<file path="src/rtl/fb_pkg.sv">
// Shared frame-buffer definitions used by the blitter and the display-side readers.
package fb_pkg;

  localparam int unsigned FB_WIDTH  = 320;
  localparam int unsigned FB_HEIGHT = 240;
  localparam int unsigned ADDR_W    = 18;

  // One frame-buffer entry: sprite index in the upper bits, palette select in the lower bits.
  typedef struct packed {
    logic [4:0] sprite;
    logic [2:0] pltt;
  } fb_entry_t;

  typedef enum logic [1:0] {
    IDLE,
    SETUP,
    WRITE,
    DONE
  } blit_state_t;

endpackage

</file>
<file path="src/rtl/blit_clip.sv">
// Combinational clip of a rectangle command against the frame-buffer bounds.
module blit_clip
  import fb_pkg::*;
(
  input  logic       clear,
  input  logic [9:0] x,
  input  logic [9:0] y,
  input  logic [9:0] w,
  input  logic [9:0] h,
  output logic [9:0] x_start,
  output logic [9:0] y_start,
  output logic [9:0] x_end,
  output logic [9:0] y_end,
  output logic       empty
);

  localparam logic [10:0] WidthExt  = 11'(FB_WIDTH);
  localparam logic [10:0] HeightExt = 11'(FB_HEIGHT);

  logic [10:0] x_sum;
  logic [10:0] y_sum;

  // Clipped bounds; 11-bit sums so x+w / y+h cannot wrap before the min.
  always_comb begin
    x_sum = {1'b0, x} + {1'b0, w};
    y_sum = {1'b0, y} + {1'b0, h};
    if (clear) begin
      x_start = '0;
      y_start = '0;
      x_end   = 10'(FB_WIDTH);
      y_end   = 10'(FB_HEIGHT);
      empty   = 1'b0;
    end else begin
      x_start = x;
      y_start = y;
      x_end   = (x_sum > WidthExt)  ? 10'(FB_WIDTH)  : x_sum[9:0];
      y_end   = (y_sum > HeightExt) ? 10'(FB_HEIGHT) : y_sum[9:0];
      // Bounds are meaningless when empty; the FSM skips WRITE in that case.
      empty   = (w == '0) || (h == '0) || ({1'b0, x} >= WidthExt) || ({1'b0, y} >= HeightExt);
    end
  end

endmodule

</file>
<file path="src/rtl/fb_rect_blitter.sv">
// Rectangle-fill write stage: one frame-buffer entry per clock on RAM port A.
module fb_rect_blitter
  import fb_pkg::*;
(
  input  logic              clk_100MHz,
  input  logic              reset,
  input  logic              cmd_valid,
  output logic              cmd_ready,
  input  logic              cmd_clear,
  input  logic [9:0]        cmd_x,
  input  logic [9:0]        cmd_y,
  input  logic [9:0]        cmd_w,
  input  logic [9:0]        cmd_h,
  input  logic [7:0]        cmd_data,
  output logic              busy,
  output logic              done,
  output logic [ADDR_W-1:0] FB_addra,
  output logic              FB_WEA,
  output logic [7:0]        FB_dina
);

  blit_state_t state_q, state_d;

  // Command fields captured at accept.
  logic       clear_q;
  logic [9:0] x_q, y_q, w_q, h_q;
  fb_entry_t  data_q;

  // Scan state set up once in SETUP.
  logic [9:0]        col_q, x_first_q, x_end_q;
  logic [9:0]        row_q, y_end_q;
  logic [ADDR_W-1:0] row_base_q;

  logic [9:0] clip_x_start, clip_y_start, clip_x_end, clip_y_end;
  logic       clip_empty;
  logic       accept;
  logic       col_last, row_last;

  assign accept   = cmd_valid && cmd_ready;
  assign col_last = (col_q + 10'd1) == x_end_q;
  assign row_last = (row_q + 10'd1) == y_end_q;

  blit_clip u_clip (
    .clear   (clear_q),
    .x       (x_q),
    .y       (y_q),
    .w       (w_q),
    .h       (h_q),
    .x_start (clip_x_start),
    .y_start (clip_y_start),
    .x_end   (clip_x_end),
    .y_end   (clip_y_end),
    .empty   (clip_empty)
  );

  // FSM state register.
  always_ff @(posedge clk_100MHz or posedge reset) begin
    if (reset) begin
      state_q <= IDLE;
    end else begin
      state_q <= state_d;
    end
  end

  // FSM next-state logic.
  always_comb begin
    state_d = state_q;
    unique case (state_q)
      IDLE:    if (accept) state_d = SETUP;
      SETUP:   state_d = clip_empty ? DONE : WRITE;
      WRITE:   if (col_last && row_last) state_d = DONE;
      DONE:    state_d = IDLE;
      default: state_d = IDLE;
    endcase
  end

  // Command capture and row-major scan counters.
  always_ff @(posedge clk_100MHz or posedge reset) begin
    if (reset) begin
      clear_q    <= 1'b0;
      x_q        <= '0;
      y_q        <= '0;
      w_q        <= '0;
      h_q        <= '0;
      data_q     <= '0;
      col_q      <= '0;
      x_first_q  <= '0;
      x_end_q    <= '0;
      row_q      <= '0;
      y_end_q    <= '0;
      row_base_q <= '0;
    end else begin
      if (accept) begin
        clear_q <= cmd_clear;
        x_q     <= cmd_x;
        y_q     <= cmd_y;
        w_q     <= cmd_w;
        h_q     <= cmd_h;
        data_q  <= fb_entry_t'(cmd_data);
      end
      if (state_q == SETUP) begin
        col_q      <= clip_x_start;
        x_first_q  <= clip_x_start;
        x_end_q    <= clip_x_end;
        row_q      <= clip_y_start;
        y_end_q    <= clip_y_end;
        // Only multiply in the block; rows afterwards advance by addition.
        row_base_q <= ADDR_W'(clip_y_start) * ADDR_W'(FB_WIDTH);
      end
      if (state_q == WRITE) begin
        if (col_last) begin
          col_q      <= x_first_q;
          row_q      <= row_q + 10'd1;
          row_base_q <= row_base_q + ADDR_W'(FB_WIDTH);
        end else begin
          col_q <= col_q + 10'd1;
        end
      end
    end
  end

  // FSM outputs; decoded from state so reset clears them immediately.
  always_comb begin
    cmd_ready = (state_q == IDLE);
    busy      = (state_q != IDLE);
    done      = (state_q == DONE);
    FB_WEA    = (state_q == WRITE);
    FB_addra  = FB_WEA ? (row_base_q + ADDR_W'(col_q)) : '0;
    FB_dina   = FB_WEA ? data_q : '0;
  end

endmodule

</file>
<file path="config.mk">
export PLATFORM = sky130hd
export DESIGN_NAME = fb_rect_blitter
export DESIGN_NICKNAME = d
export VERILOG_FILES = /design/src/rtl/fb_pkg.sv /design/src/rtl/blit_clip.sv /design/src/rtl/fb_rect_blitter.sv
export SDC_FILE = /design/constraint.sdc
export NUM_CORES = 1
export LEC_CHECK = 0
export CAP_MARGIN = 20
export CORE_AREA = 2 2 131 133
export CTS_CLUSTER_DIAMETER = 150
export CTS_CLUSTER_SIZE = 16
export DETAILED_ROUTE_END_ITERATION = 16
export DIE_AREA = 0 0 133 135
export DONT_BUFFER_PORTS = 1
export SYNTH_ARGS = -nofsm -noshare
export SYNTH_HDL_FRONTEND = slang
export SYNTH_SLANG_ARGS = --single-unit
</file>
<file path="constraint.sdc">
create_clock -name clk_100MHz -period 12 [get_ports clk_100MHz]
set_clock_uncertainty 0.1 [all_clocks]
set_input_delay 2.4 -clock clk_100MHz [delete_from_list [all_inputs] [get_ports clk_100MHz]]
set_output_delay 2.4 -clock clk_100MHz [all_outputs]
set_load 0.005 [all_outputs]
</file>
# Word level (Yosys, flattened, before mapping)
# Index checks and enable logic that the tools add are counted.
dict set report op_classes {
  addsub 6
  multipliers 1
  order_cmp 4
  n_eq_ne 7
  muxes 22
  n_reduce_logical 11
}
# operator n
set ops {}
lappend ops {{$mux W10} 12}
lappend ops {{$mux W18} 4}
lappend ops {{$add A10 B10 Y11} 2}
lappend ops {{$add A10 B1 Y10 const B} 2}
lappend ops {{$eq A10 B10 Y1} 2}
lappend ops {{$logic_not A10 Y1} 2}
lappend ops {{$add A18 B10 Y18} 1}
lappend ops {{$add A18 B9 Y18 const B} 1}
lappend ops {{$mul A10 B3 Y12 const B} 1}
lappend ops {{$gt A11 B8 Y1 const B} 1}
lappend ops {{$gt A11 B9 Y1 const B} 1}
lappend ops {{$ge A10 B8 Y1 const B} 1}
lappend ops {{$ge A10 B9 Y1 const B} 1}
lappend ops {{$mux W8} 1}
lappend ops {{$pmux W2 S4} 1}
lappend ops {{$eq A2 B2 Y1 const B} 2}
lappend ops {{$mux W2} 2}
lappend ops {{$ne A2 B1 Y1 const B} 2}
lappend ops {{$reduce_bool A2 Y1} 2}
lappend ops {{$logic_or A1 B1 Y1} 3}
lappend ops {{$eq A2 B1 Y1 const B} 1}
lappend ops {{$logic_and A1 B1 Y1} 2}
lappend ops {{$logic_not A2 Y1} 1}
lappend ops {{$mux W1} 2}
lappend ops {{$reduce_and A2 Y1} 1}
dict set report totals {
  ff_bits 119
  inputBits 52
  wordCells 65
}

# Logic depth before layout (Yosys ltp)
dict set report logic_depth {
  ltp_word 7
  depth_mapped 12
}

# Hierarchy
# A second synthesis with hierarchy kept.
dict set report unflattened {
  hier_cells 827
  hier_area_um2 8313.0
}
# mod instances cells_each area_each_um2
set modules_own_cells {}
lappend modules_own_cells {fb_rect_blitter 1 653 6944.2}
lappend modules_own_cells {blit_clip 1 174 1368.8}

# Worst setup path after synthesis
# No wires, ideal clock.
dict set report synth_timing {
  kind {register to output}
  start {register col_q[0]}
  end {output port FB_addra[14]}
  arrival_time_ns 2.061
  required_ns 9.500
  setup_slack_ns 7.439
  path_stages_with_launch 10
  path_buffers 0
  cell_sequence {dfrtp_1 ha_1 fa_1 a21oi_1 o2111ai_1 a41o_1 nor2b_1 nand2_1 xnor2_1 and2_1}
}
dict set report synth_via {
  elab_chain_cells 2
}
# element line
set synth_rtl {}
lappend synth_rtl {{from (decl)} fb_rect_blitter.sv:30} ;# logic [9:0] col_q, x_first_q, x_end_q;
lappend synth_rtl {{from (signal assigned)} fb_rect_blitter.sv:102} ;# col_q <= clip_x_start;
lappend synth_rtl {{from (signal assigned)} fb_rect_blitter.sv:112} ;# col_q <= x_first_q;
lappend synth_rtl {{from (signal assigned)} fb_rect_blitter.sv:116} ;# col_q <= col_q + 10'd1;
lappend synth_rtl {{$add A18 B10 Y18} fb_rect_blitter.sv:128} ;# FB_addra = FB_WEA ? (row_base_q + ADDR_W'(col_q)) : '0;
lappend synth_rtl {{$mux W18} fb_rect_blitter.sv:128}
lappend synth_rtl {{to (decl)} fb_rect_blitter.sv:17} ;# output logic [ADDR_W-1:0] FB_addra,
# No other way between the ends.

# Worst setup path in the final report
# Same ends and word-level chain as after synthesis.

==> results.py <==
metrics = {
    "die": {
        "die_w_um": 133,
        "core_um2": 16400,
        "rows": 47,
        "start_util_pct": 49.8,
        "die_y_um": 135,
        "die-area_um2": 18000,
        "io_pins": 82,
    },
    "layout": {
        "final_util_pct": 53.9,
        "syn_to_final_growth_pct": 8.29,
        "antenna_cells": 0,
        "drive_gt1_share_pct": 13.5,
        "nets": 958,
    },
    "worst_hold_path": {
        "hold_path_end": "row_base_q[5]",
        "hp-class": "flop to flop",
        "holdPathStages": 1,
        "hold_path_startpoint": "row_base_q[5]",
    },
    "pwr": {
        "vdd_drop_max_mv": 0.165,
        "leakagePower_nw": 3.82,
        "cellPowerDensity_nw_per_um2": 293,
    },
    "sta": {
        "drv_slew": 0,
        "period_share_pct": 45.4,
        "relSlewSlack_pct": 33.8,
        "holdWs_ns": 0.388,
        "tns_ns": 0,
        "fmax_ghz": 0.184,
        "tightest_slew_ns": 0.986,
        "grt_setup_unrepaired": "false",
        "setup_viol": 0,
        "hold_viol": 0,
        "period_needed_ns": 5.45,
    },
    "logic_synthesis": {
        "netlist_area_um2": 8170,
        "synthCells": 867,
        "synth.area.top_cells": "dfrtp_1 36%, ha_1 8.1%, mux2_2 7.7%",
        "ys.flop_type": "dfrtp_1",
        "synth_edf_count": 0,
        "synth_top_area_share_pct": 36.5,
        "synth_top_cell_by_area": "dfrtp_1",
        "syn_nets": 976,
        "synthArstFlopShare_pct": 100,
        "avgSynthCellArea_um2": 9.42,
        "seq_area_frac_synth_pct": 36.5,
        "synth.distinct_cells": 70,
        "synthTopCellsByCount": "119 x dfrtp_1, 71 x nand2_1, 61 x nor2_1",
        "synth_warnings": 0,
        "yosysMostFrequentCell": "dfrtp_1",
        "ys_seq_elements": 119,
    },
    "clock_tree": {
        "cts_resized": 0,
        "cts-root-buf": "clkbuf_16",
        "numCtsBuffers": 17,
        "cts_tree": "done",
        "clock_path_buffers": 2,
        "cts_post_setup_buffers_inserted": 0,
        "clk_pin_slew_ns": 0.05,
        "cts.sinks": 119,
        "clk_latency_ns": 0.42,
        "htree_levels": 4,
        "postCtsHoldBufs": 0,
    },
    "place": {
        "portBuffers": 0,
        "dpl.hpwl_um": 14700,
        "place.gp.congestion": 0.885,
    },
    "worst_setup_path": {
        "r2r_end": "row_q[2]",
        "cp-end-kind": "output pin",
        "worstPathRequired_ns": 9.50,
        "rrSetupSlack_ns": 7.83,
        "path_class": "flop to output pin",
        "cp-startpoint": "col_q[0]",
        "critical_path_peak_fanout": 11,
        "startpoint_type": "flop",
        "reg2regPathDepth": 8,
        "cp.arrival_ns": 2.95,
        "timing.rr.start": "col_q[0]",
    },
    "flow_run": {
        "maxCapViolCount": 0,
    },
    "grt": {
        "grt_overflow": 0,
        "grt_antenna_before_repair": 1,
        "grt_pass1_vias": 6689,
        "grt_pass1_wl_um": 34200,
        "grt_util_all_layers_pct": 23.9,
        "grt_max_degree": 76,
    },
    "detailed_routing": {
        "drt_iter0_drc": 344,
        "vias": 6458,
        "first_pass_iters": 5,
        "final_antenna_net_count": 0,
        "drc": 0,
        "wl_per_cell_um": 18.7,
        "drt-total-wl_um": 20200,
        "viasPerCell": 5.98,
    },
    "status": {
        "outcome": "finished, final reports clean",
    },
}
## worst max-delay path, cell delays in order, from the launching register on
cell,delay [ns]
dfrtp_1,0.52
ha_1,0.30
fa_1,0.41
a21oi_1,0.24
o2111ai_1,0.22
a41o_1,0.31
nor2b_1,0.15
nand2_1,0.09
xnor2_1,0.12
and2_1,0.16
## per-layer routing
| layer | global-route usage, % | part of all wire, % |
|---|---|---|
| met5 | 0 | 0.040 |
| met4 | 8.00 | 1.7 |
| met3 | 6.46 | 6.0 |
| met2 | 37.8 | 45 |
| met1 | 31.9 | 47 |
## flip-flops by register name (all words and copies together) (netlist names)
name        count
clear_q         1
col_q          10
data_q          8
h_q            10
row_base_q     18
row_q          10
state_q         2
w_q            10
x_end_q        10
x_first_q      10
x_q            10
y_end_q        10
y_q            10
## placed cells by master, fill, tap and decap left out, types with 5 or more instances in the layout
master,synthesis,final
dfrtp_1,119,119
nand2_1,71,70
nor2_1,61,61
o21ai_0,57,57
mux2_2,56,56
ha_1,53,53
inv_1,36,35
xnor2_1,35,35
nand3_1,29,29
a21oi_1,27,27
a31oi_1,27,27
xor2_1,24,24
nor2b_1,23,23
and2_1,21,21
nor4_1,18,18
nor3_1,17,17
clkbuf_16,0,17
o211ai_1,9,9
mux2i_1,9,9
nand4_1,8,8
or3_1,8,8
o221ai_1,8,8
or2_2,7,7
a21o_1,7,7
nor3b_1,6,6
a211oi_1,5,5
and3_1,5,5
o21a_1,5,5
nand2b_1,5,5
## logic make-up after synthesis
kind of cell / count (synthesis) / synth area share (%)
multiplexers: 65 / 8.82
AO/OA/AOI/OAI: 191 / 15.6
flip-flops: 119 / 36.5
AND/OR/NAND/NOR: 296 / 19.1
XOR/XNOR: 61 / 6.89
adder cells (fa/ha/maj): 57 / 9.10
buffers and inverters: 78 / 4.04
## how the worst max path moves through the flow
stage	end	cells after the start
CTS	FB_addra[14]	9
global route	FB_addra[14]	9
global placement	FB_addra[14]	9
finish	FB_addra[14]	9
floorplan	clear_q	1
detailed placement	FB_addra[14]	9
## final cells by class
type	instances	area, um^2
clock buffer	20	467
fill	1487	7560
multi-input combinational	670	4860
tap	220	275
clock inverter	10	75.1
sequential	119	2980
timing repair buffer	5	50.0
inverter	36	138
## through the flow
step | area, um^2 | power (W) | worst slack [ns] | instances
6_report | 8850 | 0.00259 | 6.55 | 1080
5_1_grt | 8850 | 0.00282 | 6.37 | 1080
4_1_cts | 8830 | 0.00259 | 6.58 | 1079
3_5_place_dp | 8280 | 0.00211 | 7.03 | 1049
3_3_place_gp | 8280 | 0.00206 | 7.10 | 1049
2_1_floorplan | 8170 | 0.00180 | 6.34 | 867
## report_power, final
group / leakage, nW / internal [W] / switching [W]
clock: 0.256 / 0.000278 / 0.000190
sequential: 1.47 / 0.000570 / 0.000205
combinational: 2.09 / 0.000581 / 0.000771
Power figures use the tool's default switching activity.
